--- src/rtl/axi_stream_pattern_gen.sv ---
// AXI4-Stream pattern source: runs of packets with INCR/PRBS31/CONST/INDEX data,
// byte-granular length, programmable inter-packet gap and full back-pressure.

module axi_stream_pattern_gen_lane #(
  parameter int LANE = 0
) (
  input  logic [1:0] mode,
  input  logic [7:0] incr_base,
  input  logic [7:0] prbs_byte,
  input  logic [7:0] const_byte,
  input  logic [7:0] index_byte,
  input  logic       keep,
  output logic [7:0] data
);
  logic [7:0] pat;

  always_comb begin
    pat = '0;
    case (mode)
      2'd0:    pat = incr_base + 8'(LANE);
      2'd1:    pat = prbs_byte;
      2'd2:    pat = const_byte;
      default: pat = index_byte;
    endcase
    // bytes outside the packet on the tail beat are forced to zero
    data = keep ? pat : '0;
  end
endmodule

module axi_stream_pattern_gen #(
  parameter int DATA_WIDTH = 64,
  parameter int LEN_WIDTH  = 16,
  parameter int CNT_WIDTH  = 8
) (
  input  logic                    clk,
  input  logic                    rst,
  input  logic                    i_start,
  input  logic [LEN_WIDTH-1:0]    i_length,
  input  logic [CNT_WIDTH-1:0]    i_pkt_count,
  input  logic [7:0]              i_gap,
  input  logic [1:0]              i_mode,
  input  logic [31:0]             i_seed,
  input  logic                    i_abort,
  input  logic                    i_ready,
  output logic [DATA_WIDTH-1:0]   o_data,
  output logic [DATA_WIDTH/8-1:0] o_keep,
  output logic                    o_valid,
  output logic                    o_last,
  output logic                    o_busy,
  output logic                    o_done,
  output logic [CNT_WIDTH-1:0]    o_pkt_idx
);
  localparam int BYTES = DATA_WIDTH / 8;
  localparam int SH    = $clog2(BYTES);

  typedef enum logic [1:0] {IDLE, SEND, GAP, DONE} state_t;
  state_t state, state_nx;

  logic [LEN_WIDTH-1:0] cfg_len, beat_k;
  logic [CNT_WIDTH-1:0] cfg_cnt, pkt_idx;
  logic [7:0]           cfg_gap, gap_cnt;
  logic [1:0]           cfg_mode;
  logic [31:0]          cfg_seed;
  logic                 abort_pend;
  logic [30:0]          prbs_win;

  logic [LEN_WIDTH:0]   n_beats;
  logic                 last_beat, pkts_left, hs, abort_now;
  logic [BYTES-1:0]     keep_last;

  // Window holds s[n*DW .. n*DW+30]; extending it by DW bits yields this beat
  // and the window for the next one.
  function automatic logic [DATA_WIDTH+30:0] prbs_ext(input logic [30:0] w);
    logic [DATA_WIDTH+30:0] e;
    e       = '0;
    e[30:0] = w;
    for (int i = 31; i < DATA_WIDTH + 31; i++) e[i] = e[i-31] ^ e[i-28];
    return e;
  endfunction

  logic [DATA_WIDTH+30:0] prbs_bits;
  assign prbs_bits = prbs_ext(prbs_win);

  assign n_beats   = ({1'b0, cfg_len} + (LEN_WIDTH+1)'(BYTES - 1)) >> SH;
  assign last_beat = ({1'b0, beat_k} + (LEN_WIDTH+1)'(1)) == n_beats;
  assign pkts_left = ({1'b0, pkt_idx} + (CNT_WIDTH+1)'(1)) < {1'b0, cfg_cnt};
  assign hs        = o_valid & i_ready;
  assign abort_now = abort_pend | i_abort;

  always_comb begin
    keep_last = '0;
    for (int b = 0; b < BYTES; b++)
      keep_last[b] = (cfg_len[SH-1:0] == '0) || (int'(cfg_len[SH-1:0]) > b);
  end

  always_comb begin
    state_nx = state;
    case (state)
      IDLE: if (i_start)
              state_nx = (i_length == '0 || i_pkt_count == '0) ? DONE : SEND;
      SEND: if (hs && last_beat) begin
              if (pkts_left && !abort_now) state_nx = (cfg_gap != '0) ? GAP : SEND;
              else                         state_nx = DONE;
            end
      GAP:  if (abort_now)          state_nx = DONE;
            else if (gap_cnt <= 8'd1) state_nx = SEND;
      DONE: state_nx = IDLE;
      default: state_nx = IDLE;
    endcase
  end

  always_ff @(posedge clk) begin
    if (rst) begin
      state      <= IDLE;
      cfg_len    <= '0;
      cfg_cnt    <= '0;
      cfg_gap    <= '0;
      cfg_mode   <= '0;
      cfg_seed   <= '0;
      beat_k     <= '0;
      pkt_idx    <= '0;
      gap_cnt    <= '0;
      abort_pend <= 1'b0;
      prbs_win   <= '0;
    end else begin
      state <= state_nx;
      case (state)
        IDLE: if (i_start) begin
          cfg_len    <= i_length;
          cfg_cnt    <= i_pkt_count;
          cfg_gap    <= i_gap;
          cfg_mode   <= i_mode;
          cfg_seed   <= i_seed;
          beat_k     <= '0;
          pkt_idx    <= '0;
          abort_pend <= 1'b0;
          prbs_win   <= (i_seed == '0) ? 31'd1 : i_seed[30:0];
        end
        SEND: begin
          if (i_abort) abort_pend <= 1'b1;
          if (hs) begin
            prbs_win <= prbs_bits[DATA_WIDTH+30:DATA_WIDTH];
            if (last_beat) begin
              beat_k  <= '0;
              pkt_idx <= pkt_idx + CNT_WIDTH'(1);
              gap_cnt <= cfg_gap;
            end else begin
              beat_k  <= beat_k + LEN_WIDTH'(1);
            end
          end
        end
        GAP: begin
          if (i_abort) abort_pend <= 1'b1;
          gap_cnt <= gap_cnt - 8'd1;
        end
        DONE: pkt_idx <= '0;
        default: ;
      endcase
    end
  end

  assign o_valid   = (state == SEND);
  assign o_busy    = (state != IDLE);
  assign o_done    = (state == DONE);
  assign o_last    = o_valid & last_beat;
  assign o_pkt_idx = pkt_idx;
  assign o_keep    = o_valid ? (last_beat ? keep_last : '1) : '0;

  logic [7:0]            incr_base;
  logic [DATA_WIDTH-1:0] idx_word;
  assign incr_base = cfg_seed[7:0] + 8'(beat_k << SH);
  assign idx_word  = DATA_WIDTH'({16'(pkt_idx), 16'(beat_k)});

  for (genvar b = 0; b < BYTES; b++) begin : g_lane
    axi_stream_pattern_gen_lane #(.LANE(b)) u_lane (
      .mode       (cfg_mode),
      .incr_base  (incr_base),
      .prbs_byte  (prbs_bits[8*b +: 8]),
      .const_byte (cfg_seed[8*(b%4) +: 8]),
      .index_byte (idx_word[8*b +: 8]),
      .keep       (o_keep[b]),
      .data       (o_data[8*b +: 8])
    );
  end
endmodule

--- config.mk ---
export PLATFORM = sky130hd
export DESIGN_NAME = axi_stream_pattern_gen
export DESIGN_NICKNAME = d
export VERILOG_FILES = /design/src/rtl/axi_stream_pattern_gen.sv
export SDC_FILE = /design/constraint.sdc
export NUM_CORES = 1
export LEC_CHECK = 0
export CORE_UTILIZATION = 30
export CTS_BUF_LIST = sky130_fd_sc_hd__clkbuf_16
export CTS_CLUSTER_SIZE = 30
export DETAILED_ROUTE_END_ITERATION = 8
export GPL_TIMING_DRIVEN = 1
export HOLD_SLACK_MARGIN = 0.12
export PLACE_DENSITY = 0.52
export SLEW_MARGIN = 10
export SYNTH_ARGS = -nofsm -noshare
export SYNTH_HDL_FRONTEND = slang
export SYNTH_SLANG_ARGS = --single-unit
--- constraint.sdc ---
create_clock -name clk -period 10.7 [get_ports clk]
set_input_delay 1.07 -clock clk [delete_from_list [all_inputs] [get_ports clk]]
set_output_delay 1.07 -clock clk [all_outputs]
set_load 0.02 [all_outputs]
# Word level (Yosys, flattened, before mapping)
# Index checks and enable logic that the tools add are counted.
[word_totals]
regBits = 132
latch_bits = 0
ram_bits = 0
mem_bits_ro = 0
output_inout_bits = 84
word_cells = 187
n_memories = 0
[op_classes]
add_sub_neg = 14
mul = 0
div = 0
order_cmp = 9
n_eq_ne = 12
shift = 0
n_mux = 44
n_bitwise = 67
n_reduce_logical = 30
[op_table]
columns = ["operator", "count"]
rows = [
  ["one-hot mux 8 bit (3 select lines)", 9],
  ["2-to-1 mux 8 bit", 15],
  ["2-to-1 mux 31 bit", 3],
  ["bitwise XOR 1 bit", 64],
  ["one-hot mux 31 bit (2 select lines)", 1],
  ["2-to-1 mux 16 bit", 3],
  ["adder 8 x 3 -> 8 bit, second input constant", 4],
  ["zero test 32 bit", 1],
  ["one-hot mux 16 bit (2 select lines)", 1],
  ["adder 16 x 1 -> 17 bit, second input constant", 1],
  ["adder 16 x 3 -> 17 bit, second input constant", 1],
  ["equality test 17 x 14 -> 1 bit", 1],
  ["adder 16 x 1 -> 16 bit, second input constant", 1],
  ["adder 8 x 1 -> 8 bit, second input constant", 2],
  ["adder 8 x 2 -> 8 bit, second input constant", 2],
  ["zero test 16 bit", 1],
  ["one-hot mux 8 bit (2 select lines)", 1],
  ["2-to-1 mux 2 bit", 7],
  ["AND reduction 3 bit", 4],
  ["adder 8 x 1 -> 9 bit, second input constant", 1],
  ["greater-than comparator 3 bit, second input constant", 3],
  ["< comparator 9 x 8 -> 1 bit", 1],
  ["adder 8 bit", 1],
  ["<= comparator 8 x 1 -> 1 bit, second input constant", 1],
  ["other kinds (25)", 47],
]

# Longest topological paths before layout
[logic_depth]
depth_word = 6
mapped_depth = 12
depth_no_buf = 11

# Hierarchy
# Synthesis repeated with hierarchy kept, for this count alone.
[hier_totals]
cells_unflattened = 1346
area_unflattened_um2 = 10575.1
[modules_own_cells]
columns = ["mod", "n_inst", "cells_each", "area_per_inst_um2"]
rows = [
  ["axi_stream_pattern_gen", 1, 998, 7644.8],
  ["axi_stream_pattern_gen_lane (g_lane[3].u_lane)", 1, 49, 407.9],
  ["axi_stream_pattern_gen_lane (g_lane[5].u_lane)", 1, 49, 400.4],
  ["axi_stream_pattern_gen_lane (g_lane[1].u_lane)", 1, 52, 397.9],
  ["axi_stream_pattern_gen_lane (g_lane[7].u_lane)", 1, 50, 382.9],
  ["axi_stream_pattern_gen_lane (g_lane[6].u_lane)", 1, 44, 381.6],
  ["axi_stream_pattern_gen_lane (g_lane[2].u_lane)", 1, 40, 354.1],
  ["axi_stream_pattern_gen_lane (g_lane[4].u_lane)", 1, 35, 350.3],
  ["axi_stream_pattern_gen_lane (g_lane[0].u_lane)", 1, 29, 255.2],
]

# Worst setup path before layout
# No wires, ideal clock.
[synth_path]
path_type = "register to output"
from = "reg beat_k[1]"
to = "out o_keep[2]"
t_arrival_ps = 3087
required_time_ps = 9630
slack_ps = 6543
stages_incl_launch_ff = 12
path_cell_list = "dfxtp_1 > ha_1 > nand4_1 > nor3_1 > nor2_1 > o32a_1 > a211o_1 > or3_1 > buf_2 > o31ai_2 > inv_1 > buf_4"
[synth_via]
elab_chain_len = 4
[synth_lines]
columns = ["element", "line", "source"]
rows = [
  ["from (decl)", "59", "logic [LEN_WIDTH-1:0] cfg_len, beat_k;"],
  ["from (signal assigned)", "148", "beat_k <= beat_k + LEN_WIDTH'(1);"],
  ["adder 16 x 1 -> 17 bit", "85", "assign last_beat = ({1'b0, beat_k} + (LEN_WIDTH+1)'(1)) == n_beats;"],
  ["equality test 17 x 14 -> 1 bit", "85", ""],
  ["2-to-1 mux 8 bit (2 in series)", "167", "assign o_keep = o_valid ? (last_beat ? keep_last : '1) : '0;"],
  ["to (decl)", "46", "output logic [DATA_WIDTH/8-1:0] o_keep,"],
]
# No other way between the ends.

# Worst setup path in the final report
[layout_path]
from = "reg beat_k[0]"
to = "out o_data[42]"
[layout_via]
elab_chain_len = 5
[layout_lines]
columns = ["element", "line", "source"]
rows = [
  ["adder 16 x 1 -> 17 bit", "85", ""],
  ["equality test 17 x 14 -> 1 bit", "85", ""],
  ["2-to-1 mux 8 bit (2 in series)", "167", ""],
  ["2-to-1 mux 8 bit", "26", "data = keep ? pat : '0;"],
  ["to (decl)", "45", "output logic [DATA_WIDTH-1:0] o_data,"],
]
# No other way between the ends.

==> impl_metrics.env <==
export IMPL_status="completed"
export IMPL_wl_um=38900
export IMPL_grt_max_degree=82
export IMPL_synth_flop_cell="dfxtp_1"
export IMPL_synth_seq_area_share=0.265
export IMPL_yosys_area_share_simple=0.244
export IMPL_hpwl_um=28300
export IMPL_cp_required_ns=9.63
export IMPL_grt_pass1_vias=9623
export IMPL_skew_ns=0.0132
export IMPL_drt_wirelength_per_cell_um=20.9
export IMPL_fmax_mhz=165
export IMPL_setup_worst_path_start="beat_k[0]"
export IMPL_critPathKind="reg -> out"
export IMPL_clk_path_buf_depth=2
export IMPL_grt_ovfl_total=0
export IMPL_finalHoldViolations=0
export IMPL_finalCritPeriodShare=0.567
export IMPL_drt_iter0_markers=843
export IMPL_cts_root_buf="clkbuf_16"
export IMPL_cts_buffers=17
export IMPL_core_um2=32600
export IMPL_synth_compound_area_frac=0.217
export IMPL_slowest_delay_ns=0.81
export IMPL_startpoint_type="flop"
export IMPL_nNetsFinal=1507
export IMPL_power_leakage_uw=0.00426
export IMPL_slew_headroom=0.270
export IMPL_antenna_found_initial=2
export IMPL_synthXorXnorAreaFrac=0.116
export IMPL_critPathBufInv=1
export IMPL_num_vias=10300
export IMPL_maxCapViolations=0
export IMPL_netlist_area_um2=9990
export IMPL_via_per_inst=5.51
export IMPL_critPathArrivalTime_ns=5.00
export IMPL_switchingPower_uw=1560
export IMPL_syn_area_per_cell_um2=7.41
export IMPL_yosysTopAreaCell="dfxtp_1"
export IMPL_hold_class="reg -> reg"
export IMPL_die_x_um=184
export IMPL_yosysWarnings=0
export IMPL_p_int_uw=1640
export IMPL_place_inst=1829
export IMPL_cts_sinks=132
export IMPL_ir_drop_mv=0.125
export IMPL_crit_family="simple AND/OR/NAND/NOR gates"
export IMPL_slew_viol_final=0
export IMPL_placed_area_um2=11700
export IMPL_synth_top_area_frac=0.265
export IMPL_cts_tree="yes"
export IMPL_regArea_um2=2650
export IMPL_p_seq_frac=0.261
export IMPL_final_fill_count=3424
export IMPL_cts_resized_gates=0
export IMPL_ios=155
export IMPL_combPwrFrac=0.545
export IMPL_htree_num_levels=4
export IMPL_design_area_um2=12300
export IMPL_async_reset_ff_frac=0
export IMPL_cts_setup_buffers=0
export IMPL_synth_seq_cells=132
export IMPL_p_per_area_nw_per_um2=261
export IMPL_cts_clk_slew_worst_paths_ns=0.07
export IMPL_reg2reg_from="beat_k[0]"
export IMPL_ant_nets=0
export IMPL_place_congestion=0.919
export IMPL_setup_viol=0
export IMPL_cpMaxStageDelayCell="and3b_1"
export IMPL_die_height_um=184
export IMPL_path_max_fanout=26
export IMPL_synth_common_cells="nand2_1, a21oi_1, dfxtp_1"
export IMPL_synthAdderAreaFrac=0.0383
export IMPL_drive_above_1_share=0.0564
export IMPL_worstSkewPairLatency_ns=0.44
export IMPL_core_rowCount=66
export IMPL_multi_input_area_um2=6700
export IMPL_stdcell_count=1862
export IMPL_min_delay_start="cfg_cnt[0]"
export IMPL_drtPass1Iterations=6
export IMPL_io_buffers=154
export IMPL_syn_num_nets=1449
export IMPL_yosys_top_cells_area="dfxtp_1, nand2_1, xnor2_1"
export IMPL_synth_top_family_by_area="simple AND/OR/NAND/NOR gates"
export IMPL_rsz0062_at_grt="false"
export IMPL_pwr_share_clk=0.195
export IMPL_cts_hold_buffers_added=0
export IMPL_area_growth_pct=22.8
export IMPL_synth_most_common_cell="nand2_1"
export IMPL_grtUsageTotal=0.229
export IMPL_endpoint_kind="output port"
export IMPL_drc=0
export IMPL_synth_distinct_cells=74
export IMPL_power_share_switching=0.488
export IMPL_synth_cells=1348
export IMPL_fin_setup_tns_ns=0
export IMPL_tightest_slew_ns=1.09
export IMPL_synth_mux_area_frac=0.0527
export IMPL_period_needed_ns=6.07
export IMPL_start_util=0.306
export IMPL_dieArea_um2=34000
export IMPL_worstPathCellList="ha_1 > and4_1 > nand4_1 > mux2_2 > nor4b_1 > nor4bb_1 > and3b_1 > nand3_1 > and3_1 > clkdlybuf4s50_1"
export IMPL_synth_edff_count=0
export IMPL_grt_pass1_wl_um=58700
[cell families (layout without fill, tap and decap cells)]
kind of cell,count (synthesis),count (layout)
other cells,0,1
mux,35,35
fa+ha+maj,30,30
simple gates,518,518
xor+xnor,131,131
buf+inv,164,235
compound gates,338,338
flops,132,132
[worst paths after layout]
kind | to | slack [ns] | cells past startpoint
worst max-delay path | o_data[42] | 4.63 | 10
worst min-delay path | cfg_cnt[0] | 0.46 | 2
worst max register to register | beat_k[14] | 6.77 | 9
worst min register to register | cfg_cnt[0] | 0.46 | 2
[per-stage QoR]
step	power [µW]	worst slack, ns	hold WS, ns	utilization
after floorplan	1960	6.54	0.433	-
after global placement	2570	5.22	0.443	0.358
after detailed placement	2570	5.12	0.449	0.358
after CTS	3200	4.65	0.458	0.376
after global routing	3390	4.17	0.472	0.376
final	3200	4.63	0.455	0.376
[per-layer routing]
metal	up-vias	routed length [µm]	part of all wire	GRT usage
met3	75	2400	0.062	0.0373
met2	442	17300	0.44	0.354
met4	0	1460	0.037	0.0977
li1	4848	-	-	-
met1	4903	17800	0.46	0.312
met5	-	0	0	0
[cells in the final DEF (no fill, tap or decap), types with 26 or more instances in the layout]
cell type        instances
a21oi_1                146
clkdlybuf4s50_1        153
dfxtp_1                130
ha_1                    28
inv_1                   34
nand2_1                246
nand3_1                 28
nor2_1                  82
nor2b_1                 26
o211ai_1                30
o21ai_0                 34
xnor2_1                 89
xor2_1                  41
[worst min-delay path, cell delays in order, from the launching register on]
cell	delay [ns]
dfxtp_1	0.31
nand2_1	0.05
a21oi_1	0.05
[registers in the layout, indices dropped and copies added (netlist names)]
| name | flops |
|---|---|
| gap_cnt | 8 |
| cfg_seed | 32 |
| beat_k | 16 |
| o_pkt_idx | 8 |
| abort_pend | 1 |
| cfg_gap | 8 |
| cfg_mode | 2 |
| prbs_win | 31 |
| state | 2 |
| cfg_len | 16 |
| cfg_cnt | 8 |
[final cells by class]
class / instances / share of cell area
clock buffer: 17 / 0.0347
multi-input combinational: 1052 / 0.546
tap: 442 / 0.0451
clock inverter: 15 / 0.0139
inverter: 36 / 0.0110
sequential: 132 / 0.216
antenna: 1 / 0.000204
timing repair buffer: 167 / 0.133
[power groups by stage]
stage                     registers (µW)  clock network, µW  logic (µW)
after global placement               842                  0        1720
after global routing                 855                653        1880
after detailed placement             842                  0        1730
after floorplan                      675                  0        1290
final                                835                622        1740
after CTS                            831                629        1740
Power figures use the tool's default switching activity.
